===== src/rtl/if_fetch_stage_pkg.sv =====
// Shared fetch-stage types and constants: NOP encoding, reset defaults, opcode map.
// Pure declarations, no logic, so no latency.
// No flow control of its own.
package if_fetch_stage_pkg;
  localparam logic [31:0] NOP           = 32'h0000_0013;
  localparam logic [31:0] RESET_PC_DEF  = 32'h0000_0000;
  localparam int          BUF_DEPTH_DEF = 2;

  localparam logic [6:0] OPC_LUI    = 7'b0110111;
  localparam logic [6:0] OPC_AUIPC  = 7'b0010111;
  localparam logic [6:0] OPC_JAL    = 7'b1101111;
  localparam logic [6:0] OPC_JALR   = 7'b1100111;
  localparam logic [6:0] OPC_BRANCH = 7'b1100011;
  localparam logic [6:0] OPC_LOAD   = 7'b0000011;
  localparam logic [6:0] OPC_STORE  = 7'b0100011;
  localparam logic [6:0] OPC_OPIMM  = 7'b0010011;
  localparam logic [6:0] OPC_OP     = 7'b0110011;

  typedef struct packed {
    logic [31:0] instr;
    logic [31:0] pc;
    logic        misalign;
  } buf_entry_t;

  localparam int ENTRY_W = $bits(buf_entry_t);
endpackage


===== src/rtl/if_fetch_stage_buf.sv =====
// Instruction buffer: DEPTH-entry circular FIFO of {instr, pc, misalign} with flush.
// Write visible at head the cycle after; head is a registered entry.
// No internal backpressure: the caller never writes when full or pops when empty.
module if_fetch_stage_buf
  import if_fetch_stage_pkg::*;
#(
  parameter int DEPTH = 2,
  localparam int CNT_W = $clog2(DEPTH + 1)
) (
  input  logic               clk,
  input  logic               rst_n,
  input  logic               flush,
  input  logic               wr_en,
  input  logic [ENTRY_W-1:0] wr_dat,
  input  logic               rd_en,
  output logic [ENTRY_W-1:0] head,
  output logic [CNT_W-1:0]   count
);
  localparam int PTR_W = (DEPTH > 1) ? $clog2(DEPTH) : 1;

  logic [ENTRY_W-1:0] mem [DEPTH];
  logic [PTR_W-1:0]   rd_ptr, wr_ptr;

  function automatic logic [PTR_W-1:0] nxt(input logic [PTR_W-1:0] p);
    return (p == PTR_W'(DEPTH - 1)) ? '0 : p + 1'b1;
  endfunction

  // A write in the flush cycle becomes the sole entry (used for the halt marker).
  always_ff @(posedge clk or negedge rst_n) begin
    if (!rst_n) begin
      rd_ptr <= '0;
      wr_ptr <= '0;
      count  <= '0;
      for (int i = 0; i < DEPTH; i++) mem[i] <= '0;
    end else if (flush) begin
      rd_ptr <= '0;
      wr_ptr <= wr_en ? nxt('0) : '0;
      count  <= wr_en ? CNT_W'(1) : '0;
      if (wr_en) mem[0] <= wr_dat;
    end else begin
      if (wr_en) begin
        mem[wr_ptr] <= wr_dat;
        wr_ptr      <= nxt(wr_ptr);
      end
      if (rd_en) rd_ptr <= nxt(rd_ptr);
      count <= count + CNT_W'(wr_en) - CNT_W'(rd_en);
    end
  end

  assign head = mem[rd_ptr];
endmodule


===== src/rtl/if_fetch_stage.sv =====
// Fetch stage: owns PC, issues in-order imem requests, buffers words for decode. Optional IF_MISALIGN_CHK_EN.
// Latency: issue -> rvalid (memory) -> id_valid next cycle; redirect at N gives req at N+1.
// Backpressure: id_stall holds head; issue stops once in-flight + buffered reaches BUF_DEPTH.
module if_fetch_stage
  import if_fetch_stage_pkg::*;
#(
  parameter logic [31:0] RESET_PC  = RESET_PC_DEF,
  parameter int          BUF_DEPTH = BUF_DEPTH_DEF
) (
  input  logic        clk,
  input  logic        rst_n,
  output logic        imem_req,
  output logic [31:0] imem_addr,
  input  logic        imem_ready,
  input  logic        imem_rvalid,
  input  logic [31:0] imem_rdata,
  input  logic        redirect_valid,
  input  logic [31:0] redirect_pc,
  input  logic        id_stall,
  output logic        id_valid,
  output logic [31:0] id_instr,
  output logic [31:0] id_pc,
  output logic [31:0] id_pc4,
  output logic [6:0]  id_opcode,
  output logic [2:0]  id_func3,
  output logic        id_func7
`ifdef IF_MISALIGN_CHK_EN
  , output logic      id_misalign
`endif
);
  localparam int CNT_W = $clog2(BUF_DEPTH + 1);

  logic [31:0]      pc, resp_pc, redir_pc;
  logic             run, halted, redir_mis;
  logic [CNT_W-1:0] inflight, inflight_nxt, drop, buf_count;
  logic [CNT_W:0]   occ;
  logic             pop, issue, keep;
  buf_entry_t       wr_dat, head;

`ifdef IF_MISALIGN_CHK_EN
  assign redir_pc  = redirect_pc;
  assign redir_mis = |redirect_pc[1:0];
  always_ff @(posedge clk or negedge rst_n) begin
    if (!rst_n)              halted <= 1'b0;
    else if (redirect_valid) halted <= redir_mis;
  end
  assign id_misalign = id_valid & head.misalign;
`else
  assign redir_pc  = redirect_pc & 32'hFFFF_FFFC;
  assign redir_mis = 1'b0;
  assign halted    = 1'b0;
`endif

  // A halt marker at the head is never consumed; only a redirect removes it.
  assign pop   = id_valid & ~id_stall & ~head.misalign;
  // Counting this cycle's pop keeps one-per-cycle throughput without risking overflow.
  assign occ   = {1'b0, inflight} + {1'b0, buf_count} - (CNT_W + 1)'(pop);
  assign imem_req  = run & ~redirect_valid & ~halted & (occ < (CNT_W + 1)'(BUF_DEPTH));
  assign imem_addr = pc;
  assign issue = imem_req & imem_ready;
  assign keep  = imem_rvalid & (drop == '0) & ~redirect_valid;
  assign inflight_nxt = inflight + CNT_W'(issue) - CNT_W'(imem_rvalid);

  always_comb begin
    wr_dat = '{instr: imem_rdata, pc: resp_pc, misalign: 1'b0};
    if (redirect_valid) wr_dat = '{instr: NOP, pc: redir_pc, misalign: 1'b1};
  end

  // resp_pc tracks the PC of the next response that will actually be kept.
  always_ff @(posedge clk or negedge rst_n) begin
    if (!rst_n) begin
      run      <= 1'b0;
      pc       <= RESET_PC;
      resp_pc  <= RESET_PC;
      inflight <= '0;
      drop     <= '0;
    end else begin
      run      <= 1'b1;
      inflight <= inflight_nxt;
      if (redirect_valid) begin
        pc      <= redir_pc;
        resp_pc <= redir_pc;
        drop    <= inflight_nxt;
      end else begin
        if (issue) pc <= pc + 32'd4;
        if (keep) resp_pc <= resp_pc + 32'd4;
        if (imem_rvalid && drop != '0) drop <= drop - 1'b1;
      end
    end
  end

  if_fetch_stage_buf #(.DEPTH(BUF_DEPTH)) u_buf (
    .clk    (clk),
    .rst_n  (rst_n),
    .flush  (redirect_valid),
    .wr_en  (redirect_valid ? redir_mis : keep),
    .wr_dat (wr_dat),
    .rd_en  (pop),
    .head   (head),
    .count  (buf_count)
  );

  assign id_valid  = (buf_count != '0);
  assign id_instr  = id_valid ? head.instr : NOP;
  assign id_pc     = id_valid ? head.pc : 32'd0;
  assign id_pc4    = id_pc + 32'd4;
  assign id_opcode = id_instr[6:0];
  assign id_func3  = id_instr[14:12];
  assign id_func7  = id_instr[30];
endmodule


===== config.mk =====
export PLATFORM = sky130hd
export DESIGN_NAME = if_fetch_stage
export DESIGN_NICKNAME = d
export VERILOG_FILES = /design/src/rtl/if_fetch_stage_pkg.sv /design/src/rtl/if_fetch_stage_buf.sv /design/src/rtl/if_fetch_stage.sv
export SDC_FILE = /design/constraint.sdc
export NUM_CORES = 1
export LEC_CHECK = 0
export ABC_AREA = 1
export BUFFER_PORTS_ARGS = -buffer_cell sky130_fd_sc_hd__buf_2
export CAP_MARGIN = 5
export CORE_MARGIN = 2
export CORE_UTILIZATION = 51
export CTS_CLUSTER_DIAMETER = 50
export DETAILED_ROUTE_END_ITERATION = 16
export PLACE_DENSITY_LB_ADDON = 0.1
export SLEW_MARGIN = 40
export SYNTH_ARGS = -nofsm -noshare
export SYNTH_HDL_FRONTEND = slang
export SYNTH_SLANG_ARGS = --single-unit

===== constraint.sdc =====
create_clock -name clk -period 3.5 [get_ports clk]
set_input_delay 1.05 -clock clk [delete_from_list [all_inputs] [get_ports clk]]
set_output_delay 1.05 -clock clk [all_outputs]
set_load 0.01 [all_outputs]

# --- After elaboration in Yosys (flattened, before gate mapping) ---
# Index checks and enable logic that the tools add are counted.
classes:
  n_addsub: 12
  order_cmp: 4
  muxes: 28
  n_bitwise: 12
  n_reduce_logical: 11
ops:
  columns: ["op", "n"]
  rows:
  - ["$mux 65", 7]
  - ["$mux 32", 6]
  - ["$bwmux 130", 1]
  - ["$mux 130", 1]
  - ["$add 32x3->32 const B", 3]
  - ["$demux 65 s1", 1]
  - ["$reduce_bool 2->1", 7]
  - ["$mux 1", 9]
  - ["$and 1x1->1", 7]
  - ["$mux 2", 3]
  - ["$add 2x1->2", 2]
  - ["$ge 2x2->1 const B", 2]
  - ["$not 1->2", 2]
  - ["$sub 2x1->2", 2]
  - ["$add 2x2->3", 1]
  - ["$lt 3x2->1 const B", 1]
  - ["$not 1->1", 3]
  - ["$sub 3x1->3", 1]
  - ["$add 1x1->1 const B", 2]
  - ["$logic_and 1x1->1", 2]
  - ["$logic_not 2->1", 1]
  - ["$lt 2x1->1 const B", 1]
  - ["$reduce_and 2->1", 1]
  - ["$sub 2x1->2 const B", 1]
word_totals:
  register_bits: 203
  inputBits: 70

# --- Depth between registers and ports, before layout ---
# Gate-level depths: netlist of the first run.
logic_depth:
  ltp_word: 13
  mapped_depth: 21

# --- By module ---
# Synthesis of the first run repeated with hierarchy kept, for this count alone.
hier_totals:
  cells_unflattened: 1852
  hier_area_um2: 12456.9
modules_own_cells:
  columns: ["module", "n_inst", "cells_each", "area_each_um2", "seq_area_each_um2"]
  rows:
  - ["if_fetch_stage", 1, 1125, 6532.5, 1626.6]
  - ["if_fetch_stage_buf", 1, 727, 5924.4, 3353.2]

# --- Worst setup path before layout of the first run ---
# Ideal clock, no wire load.
synth_path:
  kind: "input port to flip-flop"
  startpoint: "input port id_stall"
  endpoint: "register drop[1]"
  setup_ps: 134
  t_arrival_ps: 3587
  slack_ps: -221
  stages: 18
  cell_sequence: "nor2_1 -> o211ai_1 -> nor2_1 -> o21ai_0 -> fa_1 -> inv_1 -> nor2_1 -> nand3_2 -> clkbuf_1 -> ha_1 -> inv_1 -> ha_1 -> xnor2_1 -> xnor2_1 -> nand2_1 -> o21ai_0 -> nand2_1 -> o21ai_0"
synth_via:
  elab_chain_len: 10
synth_lines:
  columns: ["item", "line", "rtl"]
  rows:
  - ["start, declared", "if_fetch_stage.sv:19", "input logic id_stall,"]
  - ["$not 1->1", "if_fetch_stage.sv:55", "assign pop = id_valid & ~id_stall & ~head.misalign;"]
  - ["$and 1x1->1 (2 in series)", "if_fetch_stage.sv:55", null]
  - ["$sub 3x1->3", "if_fetch_stage.sv:57", "assign occ = {1'b0, inflight} + {1'b0, buf_count} - (CNT_W + 1)'(pop);"]
  - ["$lt 3x2->1", "if_fetch_stage.sv:58", "assign imem_req = run & ~redirect_valid & ~halted & (occ < (CNT_W + 1)'(BUF_DEPTH));"]
  - ["$and 1x1->1", "if_fetch_stage.sv:58", null]
  - ["$and 1x1->1", "if_fetch_stage.sv:60", "assign issue = imem_req & imem_ready;"]
  - ["$add 2x1->2", "if_fetch_stage.sv:62", "assign inflight_nxt = inflight + CNT_W'(issue) - CNT_W'(imem_rvalid);"]
  - ["$sub 2x1->2", "if_fetch_stage.sv:62", null]
  - ["via inflight_nxt[1]", "if_fetch_stage.sv:35", "logic [CNT_W-1:0] inflight, inflight_nxt, drop, buf_count;"]
  - ["$mux 2", "if_fetch_stage.sv:80", "if (redirect_valid) begin"]
  - ["end signal, assigned", "if_fetch_stage.sv:83", "drop <= inflight_nxt;"]
  - ["end signal, assigned", "if_fetch_stage.sv:87", "if (imem_rvalid && drop != '0) drop <= drop - 1'b1;"]
  - ["end, declared", "if_fetch_stage.sv:35", null]
# The timed path passes the listed nets, and every way through them passes these cells.
# A chain may end at the register's enable or synchronous reset.

# --- Worst setup path in the final report of the first run ---
layout_path:
  startpoint: "input port id_stall"
  endpoint: "output port imem_req"
layout_via:
  elab_chain_len: 6
layout_lines:
  columns: ["item", "line", "rtl"]
  rows:
  - ["$not 1->1", "if_fetch_stage.sv:55", null]
  - ["$and 1x1->1 (2 in series)", "if_fetch_stage.sv:55", null]
  - ["$sub 3x1->3", "if_fetch_stage.sv:57", null]
  - ["$lt 3x2->1", "if_fetch_stage.sv:58", null]
  - ["$and 1x1->1", "if_fetch_stage.sv:58", null]
  - ["end, declared", "if_fetch_stage.sv:12", "output logic imem_req,"]
# No other way between the ends.

==> flow_metrics.tcl, run 1 <==
set metrics [dict create \
    crit_slowest_cell "fa_2" \
    setup_ws_ps -69.0 \
    grt_pass1_vias 10200 \
    ios 211 \
    antenna_found_initial 0 \
    critPathCaptureType "primary output" \
    p_switching_mw 3.86 \
    fin_setup_tns_ps -69.0 \
    p_leak_nw 7.11 \
    wl_per_cell_um 14.4 \
    p_clk_frac 0.218 \
    vias 11100 \
    worst_pin_slew_ps 710 \
    setup-violations-final 1 \
    power_mw 9.41 \
    fin_crit_sh 1.02 \
    io_buffers 206 \
    peakVddDrop_mv 0.370 \
    path_common_cell "nor2_1" \
    h-tree-depth 4 \
    route.met2.wl_um 14000 \
    insertion_delay_ps 450 \
    syn_to_final_growth_pct 18.0 \
    synth_area_um2 11500 \
    fin_area_um2 13500 \
    final-seq-area_um2 4930 \
    grt_pass1_wl_um 50600 \
    gr-total-overflow 0 \
    rsz0062_at_grt "yes" \
    internal_power_mw 5.54 \
    synth_edf_count 0 \
    cp_data_arrival_time_ps 2520 \
    syn_avg_cell_area_um2 6.87 \
    drc 0 \
    fmax_ghz 0.280 \
    slew_viol_final 0 \
    routed.top_layer "met4" \
    required_ps 2450 \
    hold_viol 0 \
    violations "setup timing" \
    diodes 0 \
    ys_seq_area_frac 0.430 \
    crit_path_max_fanout 4 \
    die_w_um 154 \
    fp.dieH_um 154 \
    min_path_type "register to register" \
    path_clk_slew_ps 80 \
    synthTopCellsByArea "dfrtp_1 (43%), nand2_1 (20%), o21ai_0 (7.6%)" \
    layout-drive-gt1-share 0.176 \
    synth_top_area_share 0.430 \
    placed_cell_area_um2 12700 \
    skew_ps 15.3 \
    multi_input_area_um2 5500 \
    power.share.combinational 0.382 \
    period_minus_slack_ps 3570 \
    p_sw_frac 0.411 \
    hpwl_um 21800 \
    n_fill_cell 2120 \
    async_flop_share 1.00 \
    reg2reg_slack_ps 340 \
    synthesis.instances 1671 \
    maxCapViolCount 0 \
    worst-setup-path-type "input pin to primary output" \
    pwr_density_cell_nw_per_um2 695 \
    gp_congestion 0.938 \
    netlist_top_cells_count "nand2_1 (604), dfrtp_1 (197), inv_1 (193)" \
    avgViaCountPerCell 5.18 \
    clock_path_buffers 2 \
    cpPeakStageDelay_ps 540 \
    die-area_um2 23700 \
    drtIter0Drc 911 \
    yosysMostFrequentCell "nand2_1" \
    cts_tree "built" \
    wl_met1_um 14600 \
    wl_met3_um 1550 \
    rows 54 \
    cts-root-buf "clkbuf_16" \
    ant_nets 0 \
    dp_slack_ps -179 \
    totalWireLength_um 30700 \
    initial_core_util 0.523 \
    path_cells "buf_6 -> nor2_4 -> o211ai_1 -> nor2_1 -> o21ai_1 -> fa_2 -> nand2_1 -> nor2_1 -> buf_2" \
    status "finished with violations" \
    nets 1926 \
    synth_flop_cell "dfrtp_1" \
    synth_top_cell_by_area "dfrtp_1" \
    cts_made_buffers 17 \
    clock-sinks 197 \
    track_usage 0.264 \
    startpoint_type "input pin" \
    yosysUniqueCellTypes 33 \
    synth_seq_cells 197 \
    pwr-share-seq 0.399 \
    yosys_warnings 0 \
    first_pass_iters 5 \
    grt_max_degree 120 \
    core_um2 22000 \
    slew_headroom 0.527 \
]
[metal layers]
metal  up-vias  GRT usage
li1       5582          -
met1      5123      0.385
met2       333      0.415
met3        46     0.0279
met4         0     0.0854
met5         -          0
[worst paths after layout]
kind | end | cells past startpoint | startpoint
worst min-delay path | u_buf.mem[2]$_DFFE_PN0P_ | 2 | u_buf.mem[2]$_DFFE_PN0P_
max in group asynchronous | u_buf.mem[23]$_DFFE_PN0P_ | 2 | rst_n
min in group asynchronous | imem_addr[6]$_DFFE_PN0P_ | 1 | rst_n
worst max register to register | drop[1]$_DFFE_PN0P_ | 20 | u_buf.count[0]$_DFF_PN0_
worst max-delay path | imem_req | 9 | id_stall
worst min register to register | u_buf.mem[2]$_DFFE_PN0P_ | 2 | u_buf.mem[2]$_DFFE_PN0P_
[critical path: cells and delay by family]
kind	cells	cell delay (ps)
AO/OA/AOI/OAI	2	280
buffers and inverters	2	230
adder cells (fa/ha/maj)	1	540
AND/OR/NAND/NOR	4	410
[logic make-up after synthesis]
family / share of synthesized area
DFF: 0.430
xor gates and xnor gates: 0.0221
AOI/OAI and AO/OA: 0.119
other: 0.000654
adders and majority gates: 0.0116
and+or+nand+nor: 0.313
buffers and inverters: 0.104
[through the flow]
step	instances	utilization	hold slack, ps
6_report	2139	0.617	473
5_1_grt	2139	0.617	498
4_1_cts	2135	0.608	476
3_5_place_dp	2102	0.577	454
3_3_place_gp	2102	0.577	444
2_1_floorplan	1672	-	431
[cell type report]
cell class                      count  share of cell area
Inverter                          201              0.0557
Timing Repair Buffer              237               0.102
Clock inverter                     15              0.0145
Sequential cell                   197               0.364
Multi-Input combinational cell   1192               0.406
Tap cell                          280              0.0259
Clock buffer                       17              0.0314
[layout by cell type (no fill, tap or decap), drive strengths merged, types with 19 or more instances in the layout]
cell / synthesis / layout
a21oi: 52 / 52
buf: 50 / 235
clkbuf: 32 / 19
dfrtp: 197 / 197
inv: 200 / 209
nand2: 609 / 609
nand3: 112 / 112
nor2: 143 / 143
o21ai: 187 / 187
xor2: 25 / 25
[power by group through the flow]
stage | registers, mW | logic (mW) | clock network [mW]
after floorplan | 3.68 | 2.40 | 0
after global placement | 3.75 | 3.33 | 0
after global routing | 3.88 | 4.10 | 2.18
final | 3.76 | 3.60 | 2.05
after detailed placement | 3.77 | 3.41 | 0
after CTS | 3.74 | 3.48 | 2.09
[registers in the layout, indices dropped and copies added (netlist names)]
register      cells
u_buf.mem       128
imem_addr        30
resp_pc          30
drop              2
inflight          2
u_buf.count       2
run               1
u_buf.rd_ptr      1
u_buf.wr_ptr      1
[timing repair]
| action | 4_1_cts | 5_1_grt |
|---|---|---|
| cloned | 0 | 1 |
| hold buffers | 0 | 0 |
| pin swaps | 4 | 0 |
| endpoints found under the hold margin | 0 | 0 |
| buffers inserted | 1 | 3 |
| gates resized for setup | 11 | 41 |
| endpoints found under the setup margin | 19 | 22 |
No activity file was read; power rests on OpenSTA's default activity.
==> inputs of run 2 (changes only) <==
--- a/config.mk
+++ b/config.mk
@@ -10,5 +10,6 @@
 export CAP_MARGIN = 5
 export CORE_MARGIN = 2
-export CORE_UTILIZATION = 51
+export CORE_UTILIZATION = 40
+export CTS_BUF_LIST = sky130_fd_sc_hd__clkbuf_16
 export CTS_CLUSTER_DIAMETER = 50
 export DETAILED_ROUTE_END_ITERATION = 16
==> constraint.sdc (replaced) <==
create_clock -name clk -period 3.5 [get_ports clk]
set_input_delay 0.35 -clock clk [delete_from_list [all_inputs] [get_ports clk]]
set_output_delay 0.35 -clock clk [all_outputs]
set_load 0.01 [all_outputs]
==> run 2 against run 1 <==
The run now ends clean; critical path depth grew 5; clock-buffer cell count is the same; non-clock buffer count fell by 9; fmax rose by 12%; register-to-register slack better by 90 ps; routed wire length is 7.1% higher; final cell count up 4.4%; hold slack worse by 320 ps; combinational power fell by 5%; clock power fell by 6%; largest cell class unchanged.
==> flow_metrics.tcl, run 2 (synthesized netlist as in run 1, its figures left out) <==
set metrics [dict create \
    largest_reg_flops 128 \
    internal_power_mw 5.31 \
    pwr_density_cell_nw_per_um2 681 \
    fp.dieH_um 173 \
    worst-setup-path-type "register to primary output" \
    worst_pin_slew_ps 702 \
    p_clk_frac 0.212 \
    drc 0 \
    route.met2.wl_um 14400 \
    grt_max_degree 96 \
    layout_commonest_cell "nand2_1" \
    path_cells "nor2_2 -> buf_4 -> inv_2 -> nand2_1 -> inv_1 -> ha_1 -> inv_1 -> nor2_2 -> inv_1 -> nor2_1 -> nand2_1 -> nand2_1 -> nand2_1 -> buf_2" \
    die_w_um 173 \
    ant_nets 0 \
    hold_viol 0 \
    reg2reg_slack_ps 430 \
    min_path_type "input pin to register" \
    clock_path_buffers 2 \
    holdWs_ps 150 \
    track_usage 0.222 \
    layout_common_cells "nand2_1 (604), buf_2 (205), dfrtp_1 (196)" \
    crit_buf_inv 6 \
    routed.top_layer "met4" \
    p_switching_mw 3.80 \
    h-tree-depth 4 \
    fin_area_um2 13400 \
    insertion_delay_ps 450 \
    critPathCaptureType "primary output" \
    core_um2 28500 \
    required_ps 3150 \
    initial_core_util 0.403 \
    syn_to_final_growth_pct 16.6 \
    rsz0062_at_grt "no" \
    wl_met3_um 1520 \
    crit_path_max_fanout 32 \
    totalWireLength_um 32900 \
    antenna_found_initial 1 \
    setup-violations-final 0 \
    dp_slack_ps 420 \
    wl_per_cell_um 14.7 \
    pwr-share-seq 0.413 \
    cpPeakStageDelay_ps 400 \
    fmax_ghz 0.314 \
    drtIter0Drc 769 \
    cts-root-buf "clkbuf_16" \
    rows 62 \
    cts_made_buffers 17 \
    first_pass_iters 5 \
    p_leak_nw 7.02 \
    period_minus_slack_ps 3180 \
    crit_slowest_cell "dfrtp_1" \
    gr-total-overflow 0 \
    startpoint_type "register" \
    avgViaCountPerCell 4.84 \
    skew_ps 15.5 \
    wl_met1_um 16200 \
    status "completed" \
    path_common_cell "nand2_1" \
    grt_pass1_vias 10300 \
    clock-sinks 197 \
    power.share.combinational 0.376 \
    die-area_um2 30100 \
    nets 1917 \
    placed_cell_area_um2 12800 \
    cp_top_family "buffers and inverters" \
    setup_ws_ps 316 \
    ios 211 \
    slew_viol_final 0 \
    largest_register "u_buf.mem" \
    gp_congestion 0.908 \
    cts_tree "built" \
    hpwl_um 23600 \
    io_buffers 206 \
    vias 10800 \
    p_sw_frac 0.417 \
    slew_headroom 0.532 \
    peakVddDrop_mv 0.296 \
    layout-drive-gt1-share 0.156 \
    fin_setup_tns_ps 0 \
    fin_crit_sh 0.910 \
    path_clk_slew_ps 80 \
    maxCapViolCount 0 \
    grt_pass1_wl_um 53400 \
    cp_data_arrival_time_ps 2830 \
]
## run 2: cell type report
type	count	area [um^2]
antenna	1	2.50
clock buffer	17	425
clock inverter	14	145
fill	3038	15100
inverter	201	756
multi-input combinational	1192	5360
sequential	197	4930
tap	384	480
timing repair buffer	228	1280
## run 2: worst min-delay path: stages
cell     delay (ps)
buf_2            90
inv_1            60
o21ai_1          60
## run 2: per-layer routing
metal,vias up,track usage
li1,5544,-
met1,4944,0.321
met2,278,0.336
met3,37,0.0322
met4,0,0.0823
met5,-,0
## run 2: path summary, 6_finish.rpt
| kind | end | depth (start not counted) | startpoint |
|---|---|---|---|
| min | u_buf.mem[42]$_DFFE_PN0P_ | 3 | imem_rdata[9] |
| min in group asynchronous | imem_addr[5]$_DFFE_PN0P_ | 2 | rst_n |
| min reg2reg | u_buf.mem[2]$_DFFE_PN0P_ | 2 | u_buf.mem[2]$_DFFE_PN0P_ |
| max in group asynchronous | u_buf.mem[10]$_DFFE_PN0P_ | 4 | rst_n |
| max reg2reg | drop[1]$_DFFE_PN0P_ | 19 | u_buf.count[0]$_DFF_PN0_ |
| max | id_pc4[30] | 14 | u_buf.count[0]$_DFF_PN0_ |
## run 2: power by group through the flow
| stage | registers (mW) | clock network [mW] | logic, mW |
|---|---|---|---|
| final | 3.76 | 1.93 | 3.42 |
| after CTS | 3.75 | 1.99 | 3.45 |
| after floorplan | 3.68 | 0 | 2.39 |
| after detailed placement | 3.78 | 0 | 3.43 |
| after global placement | 3.76 | 0 | 3.37 |
| after global routing | 3.88 | 2.09 | 3.93 |
## run 2: timing repair
action / 4_1_cts / 5_1_grt
endpoints found under the setup margin: 0 / 6
hold buffers: 0 / 1
resized for setup: 0 / 1
hold endpoints to repair: 0 / 28
buffers inserted: 0 / 0
## run 2: metrics by stage
step | util | power [mW] | std cells
final | 0.470 | 9.11 | 2234
after global routing | 0.470 | 9.90 | 2234
after CTS | 0.468 | 9.18 | 2231
after detailed placement | 0.448 | 7.21 | 2200
after global placement | 0.448 | 7.14 | 2200
after floorplan | - | 6.07 | 1672
